**src/rtl/module_bcd_to_bin_pkg.sv**
```systemverilog
// ----------------------------------------------------------------------------
// pkg_bcd
// Shared types and constants for the BCD-to-signed-binary converter.
//   bcd2bin_state_t : converter FSM state encoding
//   BCD_FIX_THR/SUB : reverse double-dabble digit correction (>= 8 -> -3)
//   is_bcd()        : 1 when a nibble is a legal decimal digit (0..9)
// ----------------------------------------------------------------------------
package pkg_bcd;

  typedef enum logic [1:0] {IDLE, CONV, SIGN, DONE} bcd2bin_state_t;

  localparam logic [3:0] BCD_FIX_THR = 4'd8;
  localparam logic [3:0] BCD_FIX_SUB = 4'd3;

  function automatic logic is_bcd(input logic [3:0] nibble);
    return (nibble <= 4'd9);
  endfunction

endpackage

```
**src/rtl/module_bcd_to_bin_if.sv**
```systemverilog
// ----------------------------------------------------------------------------
// module_bcd_to_bin_if
// Request/result bundle between the keypad entry stage (master) and the
// BCD-to-binary converter (slave).
//   valid_in   : one-cycle request strobe
//   neg_in     : 1 = negative value
//   bcd_in     : packed BCD, [3:0] = units
//   numero_out : signed result, held until the next completion
//   listo      : one-cycle completion pulse
//   busy       : converter not idle
//   error      : last request contained a non-decimal nibble
//   ovf        : last result was saturated
// ----------------------------------------------------------------------------
interface module_bcd_to_bin_if #(
  parameter int DIGITS = 3,
  parameter int WIDTH  = 8
);

  logic                  valid_in;
  logic                  neg_in;
  logic [4*DIGITS-1:0]   bcd_in;
  logic [WIDTH-1:0]      numero_out;
  logic                  listo;
  logic                  busy;
  logic                  error;
  logic                  ovf;

  modport master (
    output valid_in, neg_in, bcd_in,
    input  numero_out, listo, busy, error, ovf
  );

  modport slave (
    input  valid_in, neg_in, bcd_in,
    output numero_out, listo, busy, error, ovf
  );

endinterface

```
**src/rtl/module_bcd_to_bin_nibble_fix.sv**
```systemverilog
// ----------------------------------------------------------------------------
// module_bcd_nibble_fix
// Combinational correction for one BCD digit after a right shift in the
// reverse double-dabble: a digit that reads >= 8 had a "ten" shifted into
// its MSB, which is worth 5 rather than 8, so 3 is subtracted.
//   nib_in  : post-shift digit
//   nib_out : corrected digit
// ----------------------------------------------------------------------------
module module_bcd_nibble_fix
  import pkg_bcd::*;
(
  input  logic [3:0] nib_in,
  output logic [3:0] nib_out
);

  assign nib_out = (nib_in >= BCD_FIX_THR) ? (nib_in - BCD_FIX_SUB) : nib_in;

endmodule

```
**src/rtl/module_bcd_to_bin.sv**
```systemverilog
// ----------------------------------------------------------------------------
// module_bcd_to_bin
// Sequential BCD-to-signed-binary converter feeding the Booth multiplier.
// Reverse double-dabble, one bit per cycle, then sign application with
// saturation to the WIDTH-bit two's-complement range.
//   clk_div : divided system clock
//   rst     : asynchronous active-high reset (released synchronously)
//   bus     : request/result bundle, slave side
//
// state | meaning
// ------+--------------------------------------------------------------
// IDLE  | waiting for valid_in; latches request and validates digits
// CONV  | one right shift + digit correction per cycle, 4*DIGITS cycles
// SIGN  | saturate / negate magnitude, register result
// DONE  | listo pulse, back to IDLE
// ----------------------------------------------------------------------------
module module_bcd_to_bin
  import pkg_bcd::*;
#(
  parameter int DIGITS = 3,
  parameter int WIDTH  = 8
) (
  input  logic                      clk_div,
  input  logic                      rst,
  module_bcd_to_bin_if.slave        bus
);

  localparam int BCD_W = 4 * DIGITS;
  localparam int CNT_W = $clog2(BCD_W);
  localparam logic [CNT_W-1:0] CNT_LAST = CNT_W'(BCD_W - 1);

  localparam int unsigned POS_LIM = (2 ** (WIDTH - 1)) - 1;
  localparam int unsigned NEG_LIM = 2 ** (WIDTH - 1);
  localparam logic [WIDTH-1:0] POS_SAT = {1'b0, {(WIDTH-1){1'b1}}};
  localparam logic [WIDTH-1:0] NEG_SAT = {1'b1, {(WIDTH-1){1'b0}}};

  // Reset synchronizer: assertion is immediate, release waits two edges.
  logic [1:0] rst_q;
  logic       rst_int;

  always_ff @(posedge clk_div or posedge rst) begin
    if (rst) rst_q <= 2'b11;
    else     rst_q <= {rst_q[0], 1'b0};
  end

  assign rst_int = rst_q[1];

  bcd2bin_state_t   state, state_nx;
  logic [BCD_W-1:0] bcd_r, bcd_nx;
  // The magnitude path is as wide as the BCD field so that every bit shifted
  // out of bcd_r over the 4*DIGITS shifts is retained; the value itself
  // never exceeds 10**DIGITS-1, so the top bits stay zero.
  logic [BCD_W-1:0] mag_r, mag_nx;
  logic             neg_r, neg_nx;
  logic [CNT_W-1:0] cnt, cnt_nx;
  logic [WIDTH-1:0] numero_r, numero_nx;
  logic             error_r, error_nx;
  logic             ovf_r, ovf_nx;

  logic [BCD_W-1:0] bcd_shift;
  logic [BCD_W-1:0] bcd_fix;
  logic [WIDTH-1:0] mag_w;
  logic             bcd_ok;

  assign bcd_shift = {1'b0, bcd_r[BCD_W-1:1]};
  assign mag_w     = WIDTH'(mag_r);

  for (genvar d = 0; d < DIGITS; d++) begin : g_fix
    module_bcd_nibble_fix u_fix (
      .nib_in  (bcd_shift[4*d +: 4]),
      .nib_out (bcd_fix[4*d +: 4])
    );
  end

  always_comb begin
    bcd_ok = 1'b1;
    for (int i = 0; i < DIGITS; i++) begin
      if (!is_bcd(bus.bcd_in[4*i +: 4])) bcd_ok = 1'b0;
    end
  end

  always_ff @(posedge clk_div or posedge rst_int) begin
    if (rst_int) begin
      state    <= IDLE;
      bcd_r    <= '0;
      mag_r    <= '0;
      neg_r    <= 1'b0;
      cnt      <= '0;
      numero_r <= '0;
      error_r  <= 1'b0;
      ovf_r    <= 1'b0;
    end else begin
      state    <= state_nx;
      bcd_r    <= bcd_nx;
      mag_r    <= mag_nx;
      neg_r    <= neg_nx;
      cnt      <= cnt_nx;
      numero_r <= numero_nx;
      error_r  <= error_nx;
      ovf_r    <= ovf_nx;
    end
  end

  always_comb begin
    state_nx  = state;
    bcd_nx    = bcd_r;
    mag_nx    = mag_r;
    neg_nx    = neg_r;
    cnt_nx    = cnt;
    numero_nx = numero_r;
    error_nx  = error_r;
    ovf_nx    = ovf_r;

    case (state)
      IDLE: begin
        if (bus.valid_in) begin
          bcd_nx = bus.bcd_in;
          neg_nx = bus.neg_in;
          mag_nx = '0;
          cnt_nx = '0;
          if (!bcd_ok) begin
            state_nx  = DONE;
            error_nx  = 1'b1;
            ovf_nx    = 1'b0;
            numero_nx = '0;
          end else begin
            state_nx = CONV;
          end
        end
      end

      CONV: begin
        bcd_nx = bcd_fix;
        mag_nx = {bcd_r[0], mag_r[BCD_W-1:1]};
        cnt_nx = cnt + CNT_W'(1);
        if (cnt == CNT_LAST) state_nx = SIGN;
      end

      SIGN: begin
        error_nx = 1'b0;
        state_nx = DONE;
        if (!neg_r) begin
          if (32'(mag_r) > POS_LIM) begin
            numero_nx = POS_SAT;
            ovf_nx    = 1'b1;
          end else begin
            numero_nx = mag_w;
            ovf_nx    = 1'b0;
          end
        end else begin
          if (32'(mag_r) > NEG_LIM) begin
            numero_nx = NEG_SAT;
            ovf_nx    = 1'b1;
          end else begin
            // -0 is still 0, so no special case for a negative zero.
            numero_nx = -mag_w;
            ovf_nx    = 1'b0;
          end
        end
      end

      DONE: begin
        state_nx = IDLE;
      end

      default: begin
        state_nx = IDLE;
      end
    endcase
  end

  assign bus.numero_out = numero_r;
  assign bus.error      = error_r;
  assign bus.ovf        = ovf_r;
  assign bus.listo      = (state == DONE);
  assign bus.busy       = (state != IDLE);

endmodule

```
**src/flat_wrapper.sv**
```systemverilog
// flat-port wrapper written by rule: the top's interface ports become plain ports
module module_bcd_to_bin_flat import pkg_bcd::*;
#(
  parameter int DIGITS = 3,
  parameter int WIDTH  = 8
)
  (clk_div, rst, bus_valid_in, bus_neg_in, bus_bcd_in, bus_numero_out, bus_listo, bus_busy, bus_error, bus_ovf);
  module_bcd_to_bin_if #(.DIGITS(DIGITS), .WIDTH(WIDTH)) bus_i ();
  input  logic clk_div;
  input  logic rst;
  input wire logic [$bits(bus_i.valid_in)-1:0] bus_valid_in;
  input wire logic [$bits(bus_i.neg_in)-1:0] bus_neg_in;
  input wire logic [$bits(bus_i.bcd_in)-1:0] bus_bcd_in;
  output wire logic [$bits(bus_i.numero_out)-1:0] bus_numero_out;
  output wire logic [$bits(bus_i.listo)-1:0] bus_listo;
  output wire logic [$bits(bus_i.busy)-1:0] bus_busy;
  output wire logic [$bits(bus_i.error)-1:0] bus_error;
  output wire logic [$bits(bus_i.ovf)-1:0] bus_ovf;
  assign bus_i.valid_in = bus_valid_in;
  assign bus_i.neg_in = bus_neg_in;
  assign bus_i.bcd_in = bus_bcd_in;
  assign bus_numero_out = bus_i.numero_out;
  assign bus_listo = bus_i.listo;
  assign bus_busy = bus_i.busy;
  assign bus_error = bus_i.error;
  assign bus_ovf = bus_i.ovf;
  module_bcd_to_bin #(.DIGITS(DIGITS), .WIDTH(WIDTH)) u_core (.clk_div(clk_div), .rst(rst), .bus(bus_i));
endmodule
```
**config.mk**
```make
export PLATFORM = sky130hd
export DESIGN_NAME = module_bcd_to_bin_flat
export DESIGN_NICKNAME = d
export VERILOG_FILES = /design/src/rtl/module_bcd_to_bin_pkg.sv /design/src/rtl/module_bcd_to_bin_if.sv /design/src/rtl/module_bcd_to_bin_nibble_fix.sv /design/src/rtl/module_bcd_to_bin.sv /design/src/flat_wrapper.sv
export SDC_FILE = /design/constraint.sdc
export NUM_CORES = 1
export LEC_CHECK = 0
export CORE_ASPECT_RATIO = 0.6
export CORE_MARGIN = 2
export CORE_UTILIZATION = 55
export DETAILED_ROUTE_END_ITERATION = 16
export PLACE_DENSITY = 0.86
export SKIP_CTS_REPAIR_TIMING = 1
export SLEW_MARGIN = 10
export SYNTH_ARGS = -nofsm -noshare
export SYNTH_HDL_FRONTEND = slang
export SYNTH_SLANG_ARGS = --single-unit
export TNS_END_PERCENT = 5
```
**constraint.sdc**
```tcl
create_clock -name clk_div -period 4.7 [get_ports clk_div]
set_clock_uncertainty 0.05 [all_clocks]
set_input_delay 0.94 -clock clk_div [delete_from_list [all_inputs] [get_ports clk_div]]
set_output_delay 0.94 -clock clk_div [all_outputs]
set_load 0.01 [all_outputs]
```
# [Yosys cells after proc, flatten, opt, wreduce, memory -nomap -nowiden]
# Index checks and enable logic that the tools add are counted.
[op_classes] mux=31 n_eq_ne=7 reduce_logical=8 addsub=5 order_cmp=8
[op_table] operator="one-hot mux 12 bit (2 select lines)" n=2
[op_table] operator="two-way mux 8 bit" n=5
[op_table] operator="two-way mux 12 bit" n=2
[op_table] operator="two-way mux 4 bit" n=4
[op_table] operator="one-hot mux 8 bit (2 select lines)" n=1
[op_table] operator="greater-than comparator 12 x 7 -> 1 bit (second input constant)" n=1
[op_table] operator="greater-than comparator 12 x 8 -> 1 bit (second input constant)" n=1
[op_table] operator="less-or-equal comparator 4 bit (second input constant)" n=3
[op_table] operator="two-way mux 1 bit" n=10
[op_table] operator=">= comparator 4 bit (second input constant)" n=2
[op_table] operator="negator 8 bit" n=1
[op_table] operator="one-hot mux 2 bit (4 select lines)" n=1
[op_table] operator="one-hot mux 4 bit (2 select lines)" n=1
[op_table] operator="subtractor 4 x 2 -> 4 bit (second input constant)" n=2
[op_table] operator="two-way mux 2 bit" n=3
[op_table] operator="AND reduction 2 bit" n=3
[op_table] operator="nonzero test 2 bit" n=3
[op_table] operator="adder 4 x 1 -> 4 bit (second input constant)" n=1
[op_table] operator="== test 2 bit (second input constant)" n=2
[op_table] operator="== test 4 bit (second input constant)" n=1
[op_table] operator=">= comparator 3 x 4 -> 1 bit (second input constant)" n=1
[op_table] operator="!= test 2 bit (second input constant)" n=2
[op_table] operator="one-hot mux 1 bit (2 select lines)" n=2
[op_table] operator="subtractor 3 x 2 -> 4 bit (second input constant)" n=1
[op_table] operator="other kinds (4)" n=4
[totals] wordCells=68 regBits=43

# [Longest topological paths before layout]
[logic_depth] depth_word=7 ltp_mapped=8 ltp_nobuf=6

# [Hierarchy]
# From an unflattened synthesis, not the netlist that was laid out.
[unflattened] hier_cells=235 area_unflattened_um2=2376.0
[modules_own_cells] mod="module_bcd_to_bin" cells_per_inst=202 area_per_inst_um2=2147.1 n_inst=1
[modules_own_cells] mod="module_bcd_nibble_fix" cells_per_inst=11 area_per_inst_um2=76.3 n_inst=3

# [Least setup slack after synthesis]
# No wires, ideal clock.
[synth_timing] path_kind="register to output" from="reg u_core.state[1]" to="out bus_busy" t_arrival_ps=1250 n_path_buf=2 stages_incl_launch_ff=6 setup_slack_ps=2460 required_ps=3710 cell_sequence="dfrtp_1 > inv_1 > ha_1 > clkbuf_1 > clkbuf_1 > inv_1"
[synth_via] elab_chain_len=1
[synth_lines] element="start, declared" line_no="module_bcd_to_bin.sv:48" text="bcd2bin_state_t state, state_nx;"
[synth_lines] element="start signal, assigned" line_no="module_bcd_to_bin.sv:93" text="state <= state_nx;"
[synth_lines] element="nonzero test 2 bit" line_no="module_bcd_to_bin.sv:176" text="assign bus.busy = (state != IDLE);"
[synth_lines] element="end, declared" line_no="flat_wrapper.sv:16" text="output wire logic [$bits(bus_i.busy)-1:0] bus_busy;"
# No other way between the ends.

# [Worst setup path after layout]
# Same ends and word-level chain as after synthesis.

==> flow_summary.json <==
{
  "core-area_um2": 4100,
  "die_area_um2": 4820,
  "final_area_um2": 2710,
  "yosys_warnings": 0,
  "ir_drop_v": 0.000302,
  "postRouteAntennaNets": 0,
  "place_area_um2": 2630,
  "synth_seq_cells": 43,
  "multi_input_comb_area_um2": 1150,
  "crit_top_cell": "inv_1",
  "cts_tree": "yes",
  "hold_violations": 0,
  "power_uw": 1690,
  "tightestPinTransition_ns": 1.02,
  "start_kind": "flip-flop",
  "crit_family": "buffers and inverters",
  "rsz0062_at_grt": "false",
  "syn_nets": 270,
  "cts.sinks": 43,
  "hold_path.class": "reg -> reg",
  "setup_viol": 0,
  "finalWeightedCongestion": 0.932,
  "wl_per_cell_um": 15.5,
  "path_buf_inv": 3,
  "worstPathMaxFanout": 17,
  "fp.dieW_um": 88.3,
  "clk_pin_slew_ns": 0.08,
  "vias": 1876,
  "grt_pass1_wl_um": 8120,
  "insertion_delay_ns": 0.29,
  "avgSynthCellArea_um2": 9.61,
  "crit_slowest_cell": "ha_1",
  "drv_slew": 0,
  "drt_pre_antenna_iters": 4,
  "synth_edf_count": 0,
  "power_density_nw_per_um2": 623,
  "r2r_cells": 5,
  "detail_route.wirelength_um": 4980,
  "die_y_um": 54.6,
  "crit_chain": "inv_1 > ha_1 > inv_1 > clkdlybuf4s50_1",
  "grt_start_max_net_pins": 42,
  "seq_area_frac_synth_pct": 46.0,
  "port_buffers": 27,
  "drive_gt1_share_pct": 6.49,
  "antenna_found_initial": 0,
  "fillers": 360,
  "end_kind": "output pin",
  "hold_depth": 0,
  "antenna_cells": 0,
  "cts_buffers": 5,
  "rows": 18,
  "status": "completed",
  "io_pins": 28,
  "finalCritPeriodShare_pct": 64.2,
  "seq_area_um2": 1080,
  "finalSetupTns_ns": 0,
  "grt_pass1_vias": 1635,
  "fin_crit_ns": 3.02,
  "cp_data_arrival_time_ns": 2.03,
  "area_growth_pct": 15.5,
  "crit_path_max_incr_delay_ns": 0.57,
  "crit_type": "reg -> out",
  "maxCapViolCount": 0,
  "cp_num_cells": 4,
  "p_leak_uw": 0.00116,
  "grt_usage_pct": 22.5,
  "drcViolationCount": 0,
  "synthArstFlopShare_pct": 100,
  "dr.first_iter.drc_count": 100,
  "htree_levels": 2,
  "synth.distinct_cells": 51,
  "final_nets": 288,
  "syn_area_um2": 2350,
  "clock_path_buffers": 2,
  "synth_cells": 244,
  "clockRootBuffer": "clkbuf_8",
  "slew_headroom_pct": 32.2,
  "synth_flop_cell": "dfrtp_1",
  "viasPerCell": 5.83,
  "fmax_mhz": 332,
  "start_util_pct": 57.2,
  "grt_overflow": 0,
  "dp_hpwl_um": 3540,
  "cp.required_ns": 3.71
}
-- cell families after synthesis --
family / share of synthesized area (%)
compound gates: 22.8
xor+xnor: 1.49
fa+ha+maj: 5.33
buf+inv: 5.55
flops: 46.0
mux: 3.95
other cells: 0.160
simple gates: 14.8
-- cells in the final DEF, fill, tap and decap left out, drive strengths merged, types with 3 or more instances in the layout --
cell type / n
dfrtp: 41
o21ai: 33
nand2: 30
clkdlybuf4s50: 27
inv: 14
a22o: 14
ha: 10
nor2: 8
mux2i: 7
clkbuf: 7
o22ai: 5
nand2b: 4
nor3: 4
xnor2: 4
o211ai: 3
a22oi: 3
a221oi: 3
a21oi: 3
nand3: 3
nor4: 3
-- cells in the mapped netlist (3+ instances only) --
library cell / number / area, um2
a22o_1: 13 / 114
a22oi_1: 3 / 22.5
nor2_1: 8 / 30.0
xnor2_1: 4 / 35.0
clkbuf_1: 12 / 45.0
a221oi_1: 3 / 26.3
dfrtp_1: 41 / 1030
nand2_1: 30 / 113
buf_4: 3 / 22.5
o21ai_0: 24 / 120
inv_1: 14 / 52.6
ha_1: 10 / 125
o22ai_1: 5 / 31.3
a21oi_1: 3 / 15.0
nand3_1: 3 / 15.0
o211ai_1: 3 / 22.5
nor3_1: 4 / 20.0
o21ai_1: 9 / 45.0
mux2i_1: 7 / 70.1
nand2b_1: 4 / 25.0
-- final timing paths --
path                                      start         endpoint  slack, ns
worst min register to register  u_core.rst_q[0]  u_core.rst_q[1]       0.33
worst min-delay path            u_core.rst_q[0]  u_core.rst_q[1]       0.33
worst max register to register  u_core.state[1]  u_core.state[1]       2.11
max in group asynchronous                   rst  u_core.rst_q[1]       3.64
worst max-delay path            u_core.state[1]         bus_busy       1.68
min in group asynchronous       u_core.rst_q[1]  u_core.mag_r[1]       0.35
-- final cells by class --
type / instances / area share (%)
multi-input combinational: 170 / 42.4
tap: 60 / 2.77
sequential: 43 / 39.8
inverter: 14 / 1.94
timing repair buffer: 28 / 10.3
clock buffer: 7 / 2.82
-- registers in the layout (all words and copies together), names as in the netlist --
signal	cells
u_core.bcd_r	12
u_core.bus.error	1
u_core.bus.numero_out	8
u_core.bus.ovf	1
u_core.cnt	4
u_core.mag_r	12
u_core.neg_r	1
u_core.rst_q	2
u_core.state	2
-- metal layers --
metal,vias to the layer above,global-route usage (%),routed length [um]
li1,918,-,-
met3,4,4.52,223
met2,51,31.7,2110
met1,903,35.9,2630
met4,0,4.04,26
met5,-,0,0
-- through the flow --
step	std cells	util (%)	hold slack [ns]	setup slack (ns)
final	322	66.1	0.328	1.68
after global routing	322	66.1	0.328	1.54
after CTS	322	65.9	0.327	1.72
after detailed placement	315	64.0	0.311	1.58
after global placement	315	64.0	0.296	1.76
after floorplan	244	-	0.295	2.46
-- where the power goes --
part	leakage (uW)	internal (uW)	switching, uW
clock network	0.0000383	103	122
registers	0.000554	493	133
logic	0.000564	367	470
total	0.00116	962	725
No activity file was read; power rests on OpenSTA's default activity.
